<file path="src/rtl/mpd_pkg.sv">
// mpd_pkg
// Shared types and constants for the multi-pattern detector.
//   PAT_LEN      pattern length in bits (>=2). The channel config struct is
//                sized from it, so it lives here and the modules pick it up
//                through the import.
//   FILL_W       width of the per-channel fill counter (0..PAT_LEN)
//   chan_cfg_t   one channel's programmed pattern, care-mask and overlap mode
//   fill_state_t FILLING until PAT_LEN bits have been seen, then ARMED
//   pattern_match  masked compare of a history window against a config
package mpd_pkg;

   localparam int PAT_LEN = 3;
   localparam int FILL_W  = $clog2(PAT_LEN + 1);

   typedef struct packed {
      logic [PAT_LEN-1:0] pat;
      logic [PAT_LEN-1:0] mask;
      logic               overlap;
   } chan_cfg_t;

   typedef enum logic {
      FILLING = 1'b0,
      ARMED   = 1'b1
   } fill_state_t;

   // A channel with an all-zero mask is disabled, so it must never report a
   // match even though every bit would trivially compare equal.
   function automatic logic pattern_match(input logic [PAT_LEN-1:0] hist,
                                          input chan_cfg_t           cfg);
      return (((hist ^ cfg.pat) & cfg.mask) == '0) && (cfg.mask != '0);
   endfunction

endpackage

</file>
<file path="src/rtl/mpd_channel.sv">
// mpd_channel
// One pattern channel: config registers, history shift register with a
// saturating fill count, masked match logic, registered hit pulse and an
// optional saturating hit counter.
// Build option: define HIT_COUNT_EN to include the hit counter; otherwise
// hit_cnt is tied to 0 and cnt_clr is ignored.
// Ports:
//   clk, reset    clock and synchronous active-high reset
//   in_valid      in_bit is consumed this cycle
//   in_bit        serial data bit
//   cfg_we        config write already decoded for this channel
//   cfg_pat       pattern, MSB = oldest bit
//   cfg_mask      1 = compare bit, 0 = don't care
//   cfg_overlap   1 = overlapping, 0 = non-overlapping detection
//   cnt_clr       clear the hit counter
//   hit           registered one-cycle hit pulse
//   match         combinational next value of hit (feeds the top's any_hit)
//   hit_cnt       saturating hit count
module mpd_channel
   import mpd_pkg::*;
#(
   parameter int CNT_W = 8
) (
   input  logic               clk,
   input  logic               reset,
   input  logic               in_valid,
   input  logic               in_bit,
   input  logic               cfg_we,
   input  logic [PAT_LEN-1:0] cfg_pat,
   input  logic [PAT_LEN-1:0] cfg_mask,
   input  logic               cfg_overlap,
   input  logic               cnt_clr,
   output logic               hit,
   output logic               match,
   output logic [CNT_W-1:0]   hit_cnt
);

   localparam logic [FILL_W-1:0] FILL_FULL = FILL_W'(PAT_LEN);

   chan_cfg_t          cfg_q, cfg_n;
   logic [PAT_LEN-1:0] hist_q, hist_n, hist_shift;
   logic [FILL_W-1:0]  fill_q, fill_n, fill_inc;
   fill_state_t        state_q, state_n;

   // All channel state lives here. Reset clears the config too, which leaves
   // every channel disabled (mask 0) until it is programmed.
   always_ff @(posedge clk) begin
      if (reset) begin
         cfg_q   <= '0;
         hist_q  <= '0;
         fill_q  <= '0;
         state_q <= FILLING;
         hit     <= 1'b0;
      end else begin
         cfg_q   <= cfg_n;
         hist_q  <= hist_n;
         fill_q  <= fill_n;
         state_q <= state_n;
         hit     <= match;
      end
   end

   // Next-state logic. A config write takes priority over a same-cycle bit:
   // the channel restarts empty with the new config and the bit is dropped.
   // Otherwise an accepted bit shifts into the history and advances the fill
   // count, which sticks at PAT_LEN once ARMED. In non-overlapping mode a hit
   // empties the fill count so the bits that formed it cannot be reused; the
   // stale history bits are then ignored until the window refills.
   always_comb begin
      cfg_n      = cfg_q;
      hist_n     = hist_q;
      fill_n     = fill_q;
      state_n    = state_q;
      match      = 1'b0;
      hist_shift = {hist_q[PAT_LEN-2:0], in_bit};
      fill_inc   = (state_q == ARMED) ? FILL_FULL : fill_q + FILL_W'(1);

      if (cfg_we) begin
         cfg_n.pat     = cfg_pat;
         cfg_n.mask    = cfg_mask;
         cfg_n.overlap = cfg_overlap;
         hist_n        = '0;
         fill_n        = '0;
         state_n       = FILLING;
      end else if (in_valid) begin
         hist_n = hist_shift;
         match  = (fill_inc == FILL_FULL) && pattern_match(hist_shift, cfg_q);
         if (match && !cfg_q.overlap) begin
            fill_n = '0;
         end else begin
            fill_n = fill_inc;
         end
         state_n = (fill_n == FILL_FULL) ? ARMED : FILLING;
      end
   end

`ifdef HIT_COUNT_EN
   localparam logic [CNT_W-1:0] CNT_MAX = '1;

   logic [CNT_W-1:0] cnt_q;

   // Saturating hit counter. It advances on the same edge that raises hit,
   // and a clear in that cycle wins so the result is 0. Config writes leave
   // it alone.
   always_ff @(posedge clk) begin
      if (reset || cnt_clr) begin
         cnt_q <= '0;
      end else if (match && (cnt_q != CNT_MAX)) begin
         cnt_q <= cnt_q + CNT_W'(1);
      end
   end

   assign hit_cnt = cnt_q;
`else
   logic cnt_clr_unused;

   assign cnt_clr_unused = cnt_clr;
   assign hit_cnt        = '0;
`endif

endmodule

</file>
<file path="src/rtl/multi_pattern_detector.sv">
// multi_pattern_detector
// Serial bit-stream detector with NUM_PAT run-time programmable patterns of
// PAT_LEN bits (PAT_LEN comes from mpd_pkg). Each pattern has a care-mask,
// so don't-care positions are supported. Reports a per-channel hit vector
// and a combined any_hit, both one cycle after the accepting in_valid.
// Build option: define HIT_COUNT_EN for per-channel saturating hit counters;
// without it hit_cnt reads 0 and cnt_clr is ignored (ports are identical).
// Ports:
//   clk, reset    clock and synchronous active-high reset
//   in_valid      in_bit is consumed this cycle
//   in_bit        serial data bit
//   cfg_we        write config for channel cfg_idx (ignored if out of range)
//   cfg_idx       target channel
//   cfg_pat       pattern, MSB = oldest bit
//   cfg_mask      1 = compare bit, 0 = don't care
//   cfg_overlap   per-channel mode bit, taken by the written channel
//   hit           registered one-cycle hit pulse per channel
//   any_hit       registered OR of the hits
//   cnt_clr       clear all hit counters
//   hit_cnt       saturating hit counts, ch0 in the LSBs
module multi_pattern_detector
   import mpd_pkg::*;
#(
   parameter  int NUM_PAT = 3,
   parameter  int CNT_W   = 8,
   localparam int IDX_W   = (NUM_PAT > 1) ? $clog2(NUM_PAT) : 1
) (
   input  logic                     clk,
   input  logic                     reset,
   input  logic                     in_valid,
   input  logic                     in_bit,
   input  logic                     cfg_we,
   input  logic [IDX_W-1:0]         cfg_idx,
   input  logic [PAT_LEN-1:0]       cfg_pat,
   input  logic [PAT_LEN-1:0]       cfg_mask,
   input  logic [NUM_PAT-1:0]       cfg_overlap,
   output logic [NUM_PAT-1:0]       hit,
   output logic                     any_hit,
   input  logic                     cnt_clr,
   output logic [NUM_PAT*CNT_W-1:0] hit_cnt
);

   logic [NUM_PAT-1:0] ch_we;
   logic [NUM_PAT-1:0] ch_match;

   // One channel per pattern. An out-of-range cfg_idx matches no channel,
   // so such a write simply has no effect.
   for (genvar i = 0; i < NUM_PAT; i++) begin : g_ch
      assign ch_we[i] = cfg_we && (cfg_idx == IDX_W'(i));

      mpd_channel #(
         .CNT_W (CNT_W)
      ) u_channel (
         .clk         (clk),
         .reset       (reset),
         .in_valid    (in_valid),
         .in_bit      (in_bit),
         .cfg_we      (ch_we[i]),
         .cfg_pat     (cfg_pat),
         .cfg_mask    (cfg_mask),
         .cfg_overlap (cfg_overlap[i]),
         .cnt_clr     (cnt_clr),
         .hit         (hit[i]),
         .match       (ch_match[i]),
         .hit_cnt     (hit_cnt[i*CNT_W +: CNT_W])
      );
   end

   // any_hit is registered from the channels' next-state hits so it lines up
   // with the hit vector instead of trailing it by a cycle.
   always_ff @(posedge clk) begin
      if (reset) begin
         any_hit <= 1'b0;
      end else begin
         any_hit <= |ch_match;
      end
   end

endmodule

</file>
<file path="config.mk">
export PLATFORM = sky130hd
export DESIGN_NAME = multi_pattern_detector
export DESIGN_NICKNAME = d
export VERILOG_FILES = /design/src/rtl/mpd_pkg.sv /design/src/rtl/mpd_channel.sv /design/src/rtl/multi_pattern_detector.sv
export SDC_FILE = /design/constraint.sdc
export NUM_CORES = 1
export LEC_CHECK = 0
export CAP_MARGIN = 10
export CORE_ASPECT_RATIO = 1.25
export CORE_MARGIN = 4
export CORE_UTILIZATION = 30
export CTS_CLUSTER_DIAMETER = 120
export DETAILED_ROUTE_END_ITERATION = 12
export MAX_ROUTING_LAYER = met4
export SYNTH_ARGS = -nofsm -noshare
export SYNTH_HDL_FRONTEND = slang
export SYNTH_HIERARCHICAL = 1
export SYNTH_SLANG_ARGS = --single-unit
</file>
<file path="constraint.sdc">
create_clock -name clk -period 1.1 [get_ports clk]
set_input_delay 0.22 -clock clk [delete_from_list [all_inputs] [get_ports clk]]
set_output_delay 0.22 -clock clk [all_outputs]
set_load 0.01 [all_outputs]
</file>
== Word-level counts from Yosys, hierarchy flattened ==
Cells that the tools add are included.
Cells by class
  reductions and logical operators: 26
  bitwise logic cells: 6
  multiplexer cells: 21
  $add $sub $neg: 3
  eq/ne operators: 8
Operator list (number)
  $mux W2: 12
  $eq A2 B2 Y1 const B: 7
  $logic_and A1 B1 Y1: 12
  $and A3 B3 Y3: 3
  $logic_not A3 Y1: 3
  $mux W1: 9
  $reduce_bool A3 Y1: 3
  $xor A3 B3 Y3: 3
  $add A2 B1 Y2 const B: 3
  $reduce_or A2 Y1: 3
  $logic_not A1 Y1: 3
  $reduce_or A3 Y1: 1
  $eq A2 B1 Y1 const B: 1
  $logic_not A2 Y1: 1
Storage, ports and cells
  bits of input ports: 17
  output and inout port bits: 28
  logic and storage cells: 86
  register bits: 40

== Longest topological paths before layout ==
  depth in word-level cells: 11
  gate-level depth with buffers: 7
  mapped depth without buffers: 6

== Cells and area by module ==
Netlist, hierarchy kept.
Modules (own cells, without submodules)
  mpd_channel: area an instance 606.8 um^2, sequential area each 260.2 um^2, instances 3, cells an instance 66
  multi_pattern_detector: area an instance 57.6 um^2, sequential area each 20.0 um^2, instances 1, cells an instance 7

== Worst setup path after synthesis ==
Ideal clock, no wire load.
  path kind: reg2reg
  start point: register g_ch[0].u_channel.hist_q[1]
  end point: register g_ch[0].u_channel.fill_q[0]
  clock period less this slack: 1.198 ns
  stages on the path, launching flop included: 5
  setup time: 0.124 ns
  setup slack: -0.098 ns
  data arrival time: 1.074 ns
  path buffers: 0
  data required time: 0.976 ns
  path through: dfxtp_1 -> xor2_1 -> a222oi_1 -> and3b_1 -> nor4_1
Between the ends
  cells in the longest elaborated chain, start to end: 9
RTL lines
  from (decl): RTL line mpd_channel.sv:41  | logic [PAT_LEN-1:0] hist_q, hist_n, hist_shift;
  from (signal assigned): RTL line mpd_channel.sv:56  | hist_q <= hist_n;
  $xor A3 B3 Y3: RTL line mpd_pkg.sv:30  | return (((hist ^ cfg.pat) & cfg.mask) == '0) && (cfg.mask != '0);
  $and A3 B3 Y3: RTL line mpd_pkg.sv:30
  $logic_not A3 Y1: RTL line mpd_pkg.sv:30
  $logic_and A1 B1 Y1: RTL line mpd_pkg.sv:30
  $logic_and A1 B1 Y1: RTL line mpd_channel.sv:87  | match = (fill_inc == FILL_FULL) && pattern_match(hist_shift, cfg_q);
  $logic_and A1 B1 Y1: RTL line mpd_channel.sv:88  | if (match && !cfg_q.overlap) begin
  $mux W2: RTL line mpd_channel.sv:88
  $mux W2: RTL line mpd_channel.sv:85  | end else if (in_valid) begin
  $mux W2: RTL line mpd_channel.sv:78  | if (cfg_we) begin
  to (signal assigned): RTL line mpd_channel.sv:57  | fill_q <= fill_n;
  to (decl): RTL line mpd_channel.sv:42  | logic [FILL_W-1:0] fill_q, fill_n, fill_inc;
Every way passes these cells. The select of a mux whose other input is x is not followed.
A chain may end at the register's enable or synchronous reset.

== Final worst setup path ==
  start point: register g_ch[2].u_channel/cfg_q[6] (netlist name)
  end point: register any_hit
Between the ends
  cells in the longest elaborated chain, start to end: 8
RTL lines
  from (decl): RTL line mpd_channel.sv:40  | chan_cfg_t cfg_q, cfg_n;
  from (signal assigned): RTL line mpd_channel.sv:55  | cfg_q <= cfg_n;
  $xor A3 B3 Y3: RTL line mpd_pkg.sv:30
  $and A3 B3 Y3: RTL line mpd_pkg.sv:30
  $logic_not A3 Y1: RTL line mpd_pkg.sv:30
  $logic_and A1 B1 Y1: RTL line mpd_pkg.sv:30
  $logic_and A1 B1 Y1: RTL line mpd_channel.sv:87
  $mux W1: RTL line mpd_channel.sv:85
  $mux W1: RTL line mpd_channel.sv:78
  via ch_match[2]: RTL line multi_pattern_detector.sv:44  | logic [NUM_PAT-1:0] ch_match;
  $reduce_or A3 Y1: RTL line multi_pattern_detector.sv:75  | any_hit <= |ch_match;
  to (signal assigned): RTL line multi_pattern_detector.sv:75
  to (decl): RTL line multi_pattern_detector.sv:38  | output logic any_hit,
The timed path passes the listed nets, and every way through them passes these cells.

==> flow_metrics.env <==
export IMPL_outcome="finished with violations"
export IMPL_violations="setup timing"
export IMPL_ys_types=23
export IMPL_fin_worst_skew_ps=10.43
export IMPL_ant_nets=0
export IMPL_reg2reg_depth=6
export IMPL_vias_per_cell=4.399
export IMPL_htree_levels=2
export IMPL_crit_path_end_kind="flop"
export IMPL_whs_path_depth=2
export IMPL_rows=31
export IMPL_crit_path_max_fanout=2
export IMPL_final_core_util_pct=40.27
export IMPL_synth_compound_area_share_pct=7.595
export IMPL_cts_buffers=5
export IMPL_critical_path_required_ps=1340
export IMPL_cts_hold_buf=0
export IMPL_clkSlewWorstSetupHoldPaths_ps=80
export IMPL_synth_area_leaders="dfxtp_1, mux2i_1, buf_4"
export IMPL_wl_per_cell_um=11.94
export IMPL_root_buffer="clkbuf_8"
export IMPL_antenna_found_initial=0
export IMPL_grt_pass1_vias=1374
export IMPL_layout_nets=265
export IMPL_gp_congestion=0.7490
export IMPL_grt_max_degree=41
export IMPL_synth_seq_area_share_pct=42.64
export IMPL_rsz0062_at_grt="yes"
export IMPL_drtIter0Drc=37
export IMPL_synth_mux_area_fraction_pct=14.39
export IMPL_place_inst=321
export IMPL_cts_tree="done"
export IMPL_path_class="flop to flop"
export IMPL_r2r_end="any_hit"
export IMPL_start_util_pct=31.65
export IMPL_dr_pass1_iters=5
export IMPL_min_path_type="flop to flop"
export IMPL_io_pins=45
export IMPL_netlist_area_sq_um=1878
export IMPL_vdd_drop_max_mv=0.8359
export IMPL_min_to="g_ch[1].u_channel/cfg_q[0]"
export IMPL_netlist_instances=205
export IMPL_clock_sinks=40
export IMPL_num_vias=1456
export IMPL_cts_max_path_buffers=2
export IMPL_leakage_uw=0.001034
export IMPL_layout_commonest_cell="dfxtp_1"
export IMPL_synth_top_family_by_area="simple AND/OR/NAND/NOR gates"
export IMPL_reg2reg_slack_ps=-210
export IMPL_fin_crit_sh_pct=119.0
export IMPL_chipWidth_um=78.77
export IMPL_synth_xor_area_share_pct=4.197
export IMPL_power_density_nw_per_um2=1316
export IMPL_cp_arrival_ps=1550
export IMPL_setup_worst_path_start_class="flop"
export IMPL_synth_simple_gate_area_share_pct=16.79
export IMPL_worstSetupStartpoint="g_ch[2].u_channel/cfg_q[6]"
export IMPL_drt_total_wl_mm=3.951
export IMPL_grt_pass1_wl_mm=6.389
export IMPL_stdcell_count=331
export IMPL_maxCapViolCount=0
export IMPL_fin_crit_ps=1309
export IMPL_timing_final_hold_violations=0
export IMPL_dp_hpwl_mm=2.991
export IMPL_overflow=0
export IMPL_die_area_sq_um=7598
export IMPL_core_area_sq_um=5934
export IMPL_synthAdderAreaFrac_pct=0
export IMPL_drive_gt1_share_pct=20.48
export IMPL_post_route_drc_count=0
export IMPL_n_antenna_cell=0
export IMPL_die_h_um=96.46
export IMPL_hp_start="g_ch[1].u_channel/cfg_q[0]"
export IMPL_fmax_ghz=0.7638
export IMPL_portBuffers=19
export IMPL_r2r_start="g_ch[2].u_channel/cfg_q[6]"
export IMPL_final_cell_mix="dfxtp_1, buf_4, mux2i_1, nor2_1, conb_1"
export IMPL_synth_largest_type_area_fraction_pct=42.64
export IMPL_syn_avg_cell_area_sq_um=9.161
export IMPL_finalSetupViolCount=13
export IMPL_yosys_warnings=6
export IMPL_synth_seq_cells=40
export IMPL_clkLatencyLatePin_ps=290
export IMPL_nFillCells=616
export IMPL_syn2layout_area_growth_pct=27.25
export IMPL_yosys_area_top_type="dfxtp_1"
export IMPL_maxSlewViolCount=0
export IMPL_grt_total_usage_pct=11.34
export IMPL_setup_ws_ps=-209.2
[layout make-up]
| class | count | area, sq um | area share (%) |
|---|---|---|---|
| multi-input combinational | 144 | 910.9 | 38.12 |
| sequential | 40 | 805.8 | 33.72 |
| timing repair buffer | 51 | 440.4 | 18.43 |
| tap | 82 | 102.6 | 4.293 |
| clock buffer | 6 | 72.57 | 3.037 |
| clock inverter | 2 | 35.03 | 1.466 |
| inverter | 6 | 22.52 | 0.9424 |
[per-stage QoR]
stage | setup slack (ps) | setup TNS [ps] | hold slack (ps) | cell area, sq um | power [uW]
6_report | -209.2 | -2177 | 501.3 | 2390 | 3145
5_1_grt | -352.1 | -3594 | 534.1 | 2390 | 3282
4_1_cts | -203.2 | -2098 | 508.1 | 2382 | 3172
3_5_place_dp | -681.2 | -17570 | 488.8 | 2263 | 1990
3_3_place_gp | -585.7 | -16540 | 488.4 | 2263 | 1983
2_1_floorplan | -80.41 | -728.6 | 292.4 | 1962 | 1861
[critical path, stage by stage, from the launching register on]
cell and delay [ps]:
dfxtp_1 330, xor2_1 140, a222oi_1 370, nand2_1 130
nor2_1 140, nor3_1 60, nor2_1 80
[worst max path at each step]
| stage | to |
|---|---|
| floorplan | g_ch[2].u_channel/fill_q[0] |
| global placement | g_ch[1].u_channel/fill_q[0] |
| detailed placement | g_ch[1].u_channel/state_q |
| CTS | any_hit |
| global route | any_hit |
| finish | any_hit |
[routing by layer]
| metal | GRT usage (%) | routed length [um] |
|---|---|---|
| met5 | - | 0 |
| met1 | 12.36 | 1709 |
| met4 | 5.248 | 72 |
| met3 | 2.783 | 209 |
| met2 | 19.55 | 1960 |
[power by group]
part	internal (uW)	switching [uW]	total, uW
Combinational	207	211	418
Sequential	1500	35.6	1540
Clock	674	515	1190
[synth_stat cells]
master and count:
o21ai_0 3, o22ai_1 3, and3b_1 4, nor3_1 10, nor2_1 26, inv_1 6, a222oi_1 3, dfxtp_1 40
nor3b_2 1, buf_2 9, nand3_1 6, clkbuf_1 3, mux2i_1 27, o21a_1 3, o31ai_1 3, nand2b_1 3
nand2_1 4, nor4_1 9, a31oi_1 3, buf_4 24, a21oi_1 3, conb_1 3, xor2_1 9
[state kept, by name (all words and copies together) (netlist names)]
register / cells
g_ch.u_channel/hist_q: 6
any_hit: 1
g_ch.u_channel/hit: 3
g_ch.u_channel/fill_q: 6
g_ch.u_channel/cfg_q: 21
g_ch.u_channel/state_q: 3
[cell families (layout without fill, tap and decap cells)]
logic type / count (synthesis) / after routing
xor+xnor: 9 / 9
mux: 27 / 27
simple gates: 63 / 63
buf+inv: 42 / 65
compound gates: 21 / 21
flops: 40 / 40
other cells: 3 / 24
[timing repair]
action                                  in CTS  in global routing
gates resized for setup                     16                  7
endpoints found under the setup margin      40                 17
pin swaps                                    6                  1
buffers inserted                             1                  1
(Power assumes the default switching activity.)
